[src/rtl/imem_loader_pkg.sv]
`default_nettype none
// ============================================================================
// Module      : imem_pkg
// Description : Shared constants and FSM state type for the instruction-memory
//               loader. Optional macro IMEM_LOADER_CSUM_EN adds the CSUM state.
// Revision    : 1.0 - initial release
// ============================================================================
package imem_pkg;

    localparam int IMEM_DEPTH = 32;
    localparam int WORD_W     = 32;
    localparam int BYTE_W     = 8;
    localparam int HDR_BYTES  = 2;

`ifdef IMEM_LOADER_CSUM_EN
    typedef enum logic [2:0] {
        S_IDLE  = 3'd0,
        S_HDR   = 3'd1,
        S_DATA  = 3'd2,
        S_WRITE = 3'd3,
        S_DONE  = 3'd4,
        S_ERROR = 3'd5,
        S_CSUM  = 3'd6
    } loader_state_t;
`else
    typedef enum logic [2:0] {
        S_IDLE  = 3'd0,
        S_HDR   = 3'd1,
        S_DATA  = 3'd2,
        S_WRITE = 3'd3,
        S_DONE  = 3'd4,
        S_ERROR = 3'd5
    } loader_state_t;
`endif

endpackage : imem_pkg
`default_nettype wire

[src/rtl/imem_loader_if.sv]
`default_nettype none
// ============================================================================
// Module      : imem_loader_if
// Description : Byte-stream handshake plus instruction-memory write port.
//               master = loader side, slave = byte source / memory side.
// Revision    : 1.0 - initial release
// ============================================================================
interface imem_loader_if #(
    parameter int DEPTH  = 32,
    parameter int ADDR_W = $clog2(DEPTH)
);
    logic [7:0]        rx_data;
    logic              rx_valid;
    logic              rx_ready;
    logic              we;
    logic [ADDR_W-1:0] waddr;
    logic [31:0]       wdata;

    modport master (
        input  rx_data,
        input  rx_valid,
        output rx_ready,
        output we,
        output waddr,
        output wdata
    );

    modport slave (
        output rx_data,
        output rx_valid,
        input  rx_ready,
        input  we,
        input  waddr,
        input  wdata
    );
endinterface : imem_loader_if
`default_nettype wire

[src/rtl/imem_loader_word_packer.sv]
`default_nettype none
// ============================================================================
// Module      : imem_word_packer
// Description : Packs accepted bytes little-endian into a 32-bit word.
//               o_word_ready flags the byte that completes the word.
// Revision    : 1.0 - initial release
// ============================================================================
module imem_word_packer
    import imem_pkg::*;
(
    input  wire logic              clk,
    input  wire logic              n_rst,
    input  wire logic              i_clear,
    input  wire logic              i_byte_en,
    input  wire logic [BYTE_W-1:0] i_byte,
    output logic      [WORD_W-1:0] o_word,
    output logic                   o_word_ready
);
    localparam int c_BYTES_PER_WORD = WORD_W / BYTE_W;
    localparam int c_CNT_W          = $clog2(c_BYTES_PER_WORD);

    logic [c_CNT_W-1:0] r_cnt;
    logic [WORD_W-1:0]  r_word;

    // Byte lane select; the counter wraps naturally after the last lane.
    always_ff @(posedge clk or negedge n_rst) begin
        if (!n_rst) begin
            r_cnt  <= '0;
            r_word <= '0;
        end else if (i_clear) begin
            r_cnt  <= '0;
        end else if (i_byte_en) begin
            r_word[BYTE_W*r_cnt +: BYTE_W] <= i_byte;
            r_cnt                          <= r_cnt + 1'b1;
        end
    end

    assign o_word       = r_word;
    assign o_word_ready = i_byte_en && (r_cnt == c_CNT_W'(c_BYTES_PER_WORD - 1));

endmodule : imem_word_packer
`default_nettype wire

[src/rtl/imem_loader.sv]
`default_nettype none
// ============================================================================
// Module      : imem_loader
// Description : Receives a length-prefixed byte stream, packs it into words
//               and writes them to instruction memory from address 0 while
//               holding the core. Optional macro IMEM_LOADER_CSUM_EN adds an
//               XOR trailer byte checked after the last word.
// Revision    : 1.0 - initial release
// ============================================================================
module imem_loader
    import imem_pkg::*;
#(
    parameter int DEPTH  = IMEM_DEPTH,
    parameter int ADDR_W = $clog2(DEPTH)
) (
    input  wire logic     clk,
    input  wire logic     n_rst,
    input  wire logic     start,
    imem_loader_if.master bus,
    output logic          busy,
    output logic          done,
    output logic          error,
    output logic          cpu_hold
);
    loader_state_t      r_state;
    logic [ADDR_W:0]    r_idx;      // one extra bit so N == DEPTH compares cleanly
    logic [15:0]        r_n;
    logic               r_hdr_cnt;
    logic               r_rx_ready;
    logic               r_we;
    logic [ADDR_W-1:0]  r_waddr;
    logic               r_busy;
    logic               r_done;
    logic               r_error;
    logic               r_hold;

    logic               w_accept;
    logic [15:0]        w_n_full;
    logic               w_pk_en;
    logic               w_pk_clear;
    logic               w_word_ready;
    logic [WORD_W-1:0]  w_word;
    logic               w_idx_last;

    assign w_accept   = bus.rx_valid && r_rx_ready;
    assign w_n_full   = {bus.rx_data, r_n[7:0]};
    assign w_pk_en    = w_accept && (r_state == S_DATA);
    assign w_pk_clear = start && ((r_state == S_IDLE) || (r_state == S_DONE) ||
                                  (r_state == S_ERROR));
    assign w_idx_last = (({{(15-ADDR_W){1'b0}}, r_idx} + 16'd1) == r_n);

    imem_word_packer u_packer (
        .clk          (clk),
        .n_rst        (n_rst),
        .i_clear      (w_pk_clear),
        .i_byte_en    (w_pk_en),
        .i_byte       (bus.rx_data),
        .o_word       (w_word),
        .o_word_ready (w_word_ready)
    );

`ifdef IMEM_LOADER_CSUM_EN
    logic [7:0] r_csum;

    // Running XOR over data bytes only; restarted with every new load.
    always_ff @(posedge clk or negedge n_rst) begin
        if (!n_rst) begin
            r_csum <= '0;
        end else if (w_pk_clear) begin
            r_csum <= '0;
        end else if (w_pk_en) begin
            r_csum <= r_csum ^ bus.rx_data;
        end
    end
`endif

    // Load sequencer with registered handshake, write and status outputs.
    always_ff @(posedge clk or negedge n_rst) begin
        if (!n_rst) begin
            r_state    <= S_IDLE;
            r_idx      <= '0;
            r_n        <= '0;
            r_hdr_cnt  <= 1'b0;
            r_rx_ready <= 1'b0;
            r_we       <= 1'b0;
            r_waddr    <= '0;
            r_busy     <= 1'b0;
            r_done     <= 1'b0;
            r_error    <= 1'b0;
            r_hold     <= 1'b0;
        end else begin
            r_we <= 1'b0;
            case (r_state)
                S_IDLE: begin
                    r_done    <= 1'b0;
                    r_error   <= 1'b0;
                    r_idx     <= '0;
                    r_hdr_cnt <= 1'b0;
                    if (start) begin
                        r_state    <= S_HDR;
                        r_rx_ready <= 1'b1;
                        r_busy     <= 1'b1;
                        r_hold     <= 1'b1;
                    end
                end

                S_HDR: begin
                    if (w_accept) begin
                        if (r_hdr_cnt == 1'(HDR_BYTES - 1)) begin
                            r_n       <= w_n_full;
                            r_hdr_cnt <= 1'b0;
                            if (w_n_full == 16'd0) begin
                                r_state    <= S_DONE;
                                r_rx_ready <= 1'b0;
                                r_busy     <= 1'b0;
                                r_hold     <= 1'b0;
                                r_done     <= 1'b1;
                            end else if (w_n_full > 16'(DEPTH)) begin
                                r_state    <= S_ERROR;
                                r_rx_ready <= 1'b0;
                                r_busy     <= 1'b0;
                                r_error    <= 1'b1;
                            end else begin
                                r_state <= S_DATA;
                            end
                        end else begin
                            r_n[7:0]  <= bus.rx_data;
                            r_hdr_cnt <= 1'b1;
                        end
                    end
                end

                S_DATA: begin
                    if (w_word_ready) begin
                        r_state    <= S_WRITE;
                        r_rx_ready <= 1'b0;
                        r_we       <= 1'b1;
                        r_waddr    <= r_idx[ADDR_W-1:0];
                    end
                end

                S_WRITE: begin
                    r_idx <= r_idx + 1'b1;
                    if (w_idx_last) begin
`ifdef IMEM_LOADER_CSUM_EN
                        r_state    <= S_CSUM;
                        r_rx_ready <= 1'b1;
`else
                        r_state    <= S_DONE;
                        r_busy     <= 1'b0;
                        r_hold     <= 1'b0;
                        r_done     <= 1'b1;
`endif
                    end else begin
                        r_state    <= S_DATA;
                        r_rx_ready <= 1'b1;
                    end
                end

`ifdef IMEM_LOADER_CSUM_EN
                S_CSUM: begin
                    if (w_accept) begin
                        r_rx_ready <= 1'b0;
                        r_busy     <= 1'b0;
                        if (bus.rx_data == r_csum) begin
                            r_state <= S_DONE;
                            r_hold  <= 1'b0;
                            r_done  <= 1'b1;
                        end else begin
                            r_state <= S_ERROR;
                            r_error <= 1'b1;
                        end
                    end
                end
`endif

                S_DONE, S_ERROR: begin
                    if (start) begin
                        r_state    <= S_HDR;
                        r_done     <= 1'b0;
                        r_error    <= 1'b0;
                        r_idx      <= '0;
                        r_hdr_cnt  <= 1'b0;
                        r_rx_ready <= 1'b1;
                        r_busy     <= 1'b1;
                        r_hold     <= 1'b1;
                    end
                end

                default: begin
                    r_state    <= S_IDLE;
                    r_rx_ready <= 1'b0;
                    r_busy     <= 1'b0;
                    r_hold     <= 1'b0;
                end
            endcase
        end
    end

    assign bus.rx_ready = r_rx_ready;
    assign bus.we       = r_we;
    assign bus.waddr    = r_waddr;
    assign bus.wdata    = w_word;
    assign busy         = r_busy;
    assign done         = r_done;
    assign error        = r_error;
    assign cpu_hold     = r_hold;

endmodule : imem_loader
`default_nettype wire

[src/flat_wrapper.sv]
// flat-port wrapper written by rule: the top's interface ports become plain ports
module imem_loader_flat import imem_pkg::*;
#(
    parameter int DEPTH  = IMEM_DEPTH,
    parameter int ADDR_W = $clog2(DEPTH)
)
  (clk, n_rst, start, busy, done, error, cpu_hold, bus_rx_data, bus_rx_valid, bus_rx_ready, bus_we, bus_waddr, bus_wdata);
  imem_loader_if #(.DEPTH(DEPTH), .ADDR_W(ADDR_W)) bus_i ();
  input  wire logic clk;
  input  wire logic n_rst;
  input  wire logic start;
  output logic busy;
  output logic done;
  output logic error;
  output logic cpu_hold;
  input wire logic [$bits(bus_i.rx_data)-1:0] bus_rx_data;
  input wire logic [$bits(bus_i.rx_valid)-1:0] bus_rx_valid;
  output wire logic [$bits(bus_i.rx_ready)-1:0] bus_rx_ready;
  output wire logic [$bits(bus_i.we)-1:0] bus_we;
  output wire logic [$bits(bus_i.waddr)-1:0] bus_waddr;
  output wire logic [$bits(bus_i.wdata)-1:0] bus_wdata;
  assign bus_i.rx_data = bus_rx_data;
  assign bus_i.rx_valid = bus_rx_valid;
  assign bus_rx_ready = bus_i.rx_ready;
  assign bus_we = bus_i.we;
  assign bus_waddr = bus_i.waddr;
  assign bus_wdata = bus_i.wdata;
  imem_loader #(.DEPTH(DEPTH), .ADDR_W(ADDR_W)) u_core (.clk(clk), .n_rst(n_rst), .start(start), .bus(bus_i), .busy(busy), .done(done), .error(error), .cpu_hold(cpu_hold));
endmodule
[config.mk]
export PLATFORM = sky130hd
export DESIGN_NAME = imem_loader_flat
export DESIGN_NICKNAME = d
export VERILOG_FILES = /design/src/rtl/imem_loader_pkg.sv /design/src/rtl/imem_loader_if.sv /design/src/rtl/imem_loader_word_packer.sv /design/src/rtl/imem_loader.sv /design/src/flat_wrapper.sv
export SDC_FILE = /design/constraint.sdc
export NUM_CORES = 1
export LEC_CHECK = 0
export ABC_AREA = 1
export CAP_MARGIN = 20
export CORE_MARGIN = 3
export CORE_UTILIZATION = 35
export CTS_CLUSTER_DIAMETER = 40
export DETAILED_ROUTE_END_ITERATION = 10
export PLACE_DENSITY = 0.55
export SYNTH_ARGS = -nofsm -noshare
export SYNTH_HDL_FRONTEND = slang
export SYNTH_HIERARCHICAL = 1
export SYNTH_SLANG_ARGS = --single-unit
[constraint.sdc]
create_clock -name clk -period 2 [get_ports clk]
set_input_delay 0.3 -clock clk [delete_from_list [all_inputs] [get_ports clk]]
set_output_delay 0.3 -clock clk [all_outputs]
set_load 0.01 [all_outputs]
==> results.cfg <==
[die]
core_ar_mm2 = 0.00982
start_util = 0.361
io-pin-count = 55
chipHeight_um = 107
floorplan.die.width_um = 107
fp-row-count = 36
design.die.area_mm2 = 0.0114

[placed_design]
dp_hpwl_um = 6740
dpl-instance-area_mm2 = 0.00433
place.detailed.instances = 637
pre_cts_slack_ps = 65.1
finalWeightedCongestion = 0.838
portBuffers = 54

[sta]
min_period_ps = 1800
rsz0062_at_grt = false
final_max_slew_viol_count = 0
holdWs_ps = 415
worst_slack_setup_final_ps = 200
tightest_slew_ps = 465
max_slew_margin = 0.689
achievable-frequency_mhz = 556
setup_tns_ps = 0
finalClockSkew_ps = 10.7
period_share = 0.900
final_hold_viol_count = 0
final-setup-viol-count = 0

[route]
post-route-drc-count = 0
routed_via_density = 4.70
first_pass_iters = 4
drt-initial-drc-count = 129
wire_per_inst_um = 13.5
final_routed_wirelength_across_all_metal_layers_um = 8830
drtAntennaViolNets = 0
route.vias.total = 3071

[clock_network]
clkSinkCount = 71
clock_tree.root_cell = clkbuf_8
clock_insertion_delay_worst_skew_ps = 340
numCtsBuffers = 9
tritoncts = done
clk_transition_reported_paths_ps = 80
cts-htree-levels = 3
cts-root-to-sink-buffers = 2
post_cts.repair.setup_buffers = 0

[worst_setup_path]
timing_worst_setup_path_type = reg2reg
worst-r2r-cell-count = 12
worstPathMaxFanout = 4
end_kind = flip-flop
crit_arrival_ps = 2040
cp.required_ps = 2240
cp-start-kind = flip-flop

[synth]
synthDistinctLibCells = 32
largest_family_of_logic_cells_by_synthesized_area = simple AND/OR/NAND/NOR gates
synth_area_leaders = dfrtp_1 50%, nand2_1 16%, inv_1 5.2%
yosys.area_share.simple = 0.324
synth.net_count = 459
yosysTopAreaCell = dfrtp_1
muxShareOfSynthArea = 0
netlist_instances = 441
ys_warn_count = 6
synthXorXnorAreaFrac = 0
synth_area_per_cell_um2 = 8.05
yosys.area.top_type_share = 0.501
synth_compound_gate_area_share = 0.0800
post_synth_instance_area_mm2 = 0.00355
ys_ff_latch = 71
yosys.area_share.adder = 0.0211
synth_sequential_area_ratio = 0.501

[grt]
wire_length_of_the_first_global_routing_pass_um = 14700
antenna_found_initial = 0
grtUsageTotal = 0.163
grt_start_max_net_pins = 29
first_global_vias = 3077
grt_overflow = 0

[finish]
finish.utilization = 0.462
fin_nets = 534
area_grow_syn2layout_pct = 27.7
antenna-diode-count = 0
drive_above_1_share = 0.132
postLayoutCellArea_mm2 = 0.00453
nFillCells = 1034
stdcell_count = 654

[pwr]
clock_power_share = 0.276
power.share.combinational = 0.280
internal-power_mw = 2.69
leakage_nw = 2.19
seq_power_share = 0.444
netSwitchingFraction = 0.344
vdd.ir_drop.worst_mv = 0.297
power.switching_mw = 1.41
design_power_total_mw = 4.10
power_density_mw_per_mm2 = 904

[flow_run]
max_cap_violations = 0

[hold_path]
worst_hold_path_type = in2async

[outcome]
run_status = completed
## layout make-up
cell class,instances,area (um2),area share
clock buffer,10,128,0.0281
clock inverter,6,61.3,0.0135
inverter,56,213,0.0469
timing repair buffer,70,671,0.148
multi-input combinational,308,1520,0.335
tap,133,166,0.0367
sequential,71,1780,0.392
## power groups by stage
stage	combinational (mW)	sequential, mW	clock, mW
finish	1.15	1.82	1.13
global route	1.31	1.85	1.24
CTS	1.15	1.82	1.17
detailed placement	1.15	1.85	0
global placement	1.13	1.84	0
floorplan	0.781	1.82	0
## registers in the layout (all words and copies together) (netlist names)
register                cells
u_core/u_packer/o_word     32
u_core/r_n                 16
u_core/r_idx                6
u_core/bus.waddr            5
u_core/r_state              3
u_core/u_packer/r_cnt       2
u_core/bus.rx_ready         1
u_core/bus.we               1
u_core/busy                 1
u_core/cpu_hold             1
u_core/done                 1
u_core/error                1
u_core/r_hdr_cnt            1
## cells by family (layout without fill, tap and decap cells)
family / count (synthesis) / count (layout)
adders and majority gates: 6 / 6
AOI/OAI and AO/OA: 51 / 51
DFF: 71 / 71
buffers and inverters: 62 / 142
and+or+nand+nor: 251 / 251
## cells in the final DEF, fill, tap and decap left out, drive strengths merged
cell type and instances:
a211oi 1, a21oi 4, a31oi 1, buf 16, bufinv 1, clkbuf 10, clkdlybuf4s50 53, clkinv 4
clkinvlp 1, dfrtp 71, dlygate4sd3 1, ha 6, inv 56, nand2 160, nand3 33, nand3b 3
nand4 1, nor2 42, nor3 11, o211a 1, o21ai 38, o21bai 1, o22ai 5, or2 1
## critical path: stages (launching register included)
cell,delay [ps]
dfrtp_1,420
ha_1,310
inv_1,60
nand2_1,50
nand2_1,50
nor3_1,170
nand3_1,100
nor2_1,160
nand2_1,90
nand2_2,90
nand3_1,80
nand2_1,70
nand2_1,40
## worst paths after layout
check | to | start | slack (ps)
worst max-delay path | u_core/cpu_hold$_DFFE_PN0P_ | u_core/r_idx[0]$_DFFE_PN0P_ | 200
worst min-delay path | u_core/bus.waddr[1]$_DFFE_PN0P_ | n_rst | 410
worst max register to register | u_core/cpu_hold$_DFFE_PN0P_ | u_core/r_idx[0]$_DFFE_PN0P_ | 200
worst min register to register | u_core/cpu_hold$_DFFE_PN0P_ | u_core/cpu_hold$_DFFE_PN0P_ | 480
max in group asynchronous | u_core/u_packer/o_word[30]$_DFFE_PN0P_ | n_rst | 980
min in group clk | u_core/cpu_hold$_DFFE_PN0P_ | u_core/cpu_hold$_DFFE_PN0P_ | 480
## synth_stat cells (all sizes together)
master	number
o211a	1
nor2	42
ha	6
nand2	160
o21ai	38
inv	56
dfrtp	71
a21oi	4
nand3b	3
nor3	11
nand3	33
a31oi	1
buf	5
o21bai	1
a211oi	1
clkbuf	1
nand4	1
or2	1
o22ai	5
## metal layers
metal | track usage | wire length, um | vias up
li1 | - | - | 1538
met1 | 0.223 | 4240 | 1434
met2 | 0.253 | 4020 | 85
met3 | 0.0385 | 419 | 14
met4 | 0.0594 | 152 | 0
met5 | 0 | 0 | -
## repair_timing
action / CTS / global route
gates resized for setup: 0 / 3
endpoints found under the hold margin: 13 / 0
hold buffers: 1 / 0
setup endpoints to repair: 0 / 28
Power figures use the tool's default switching activity.
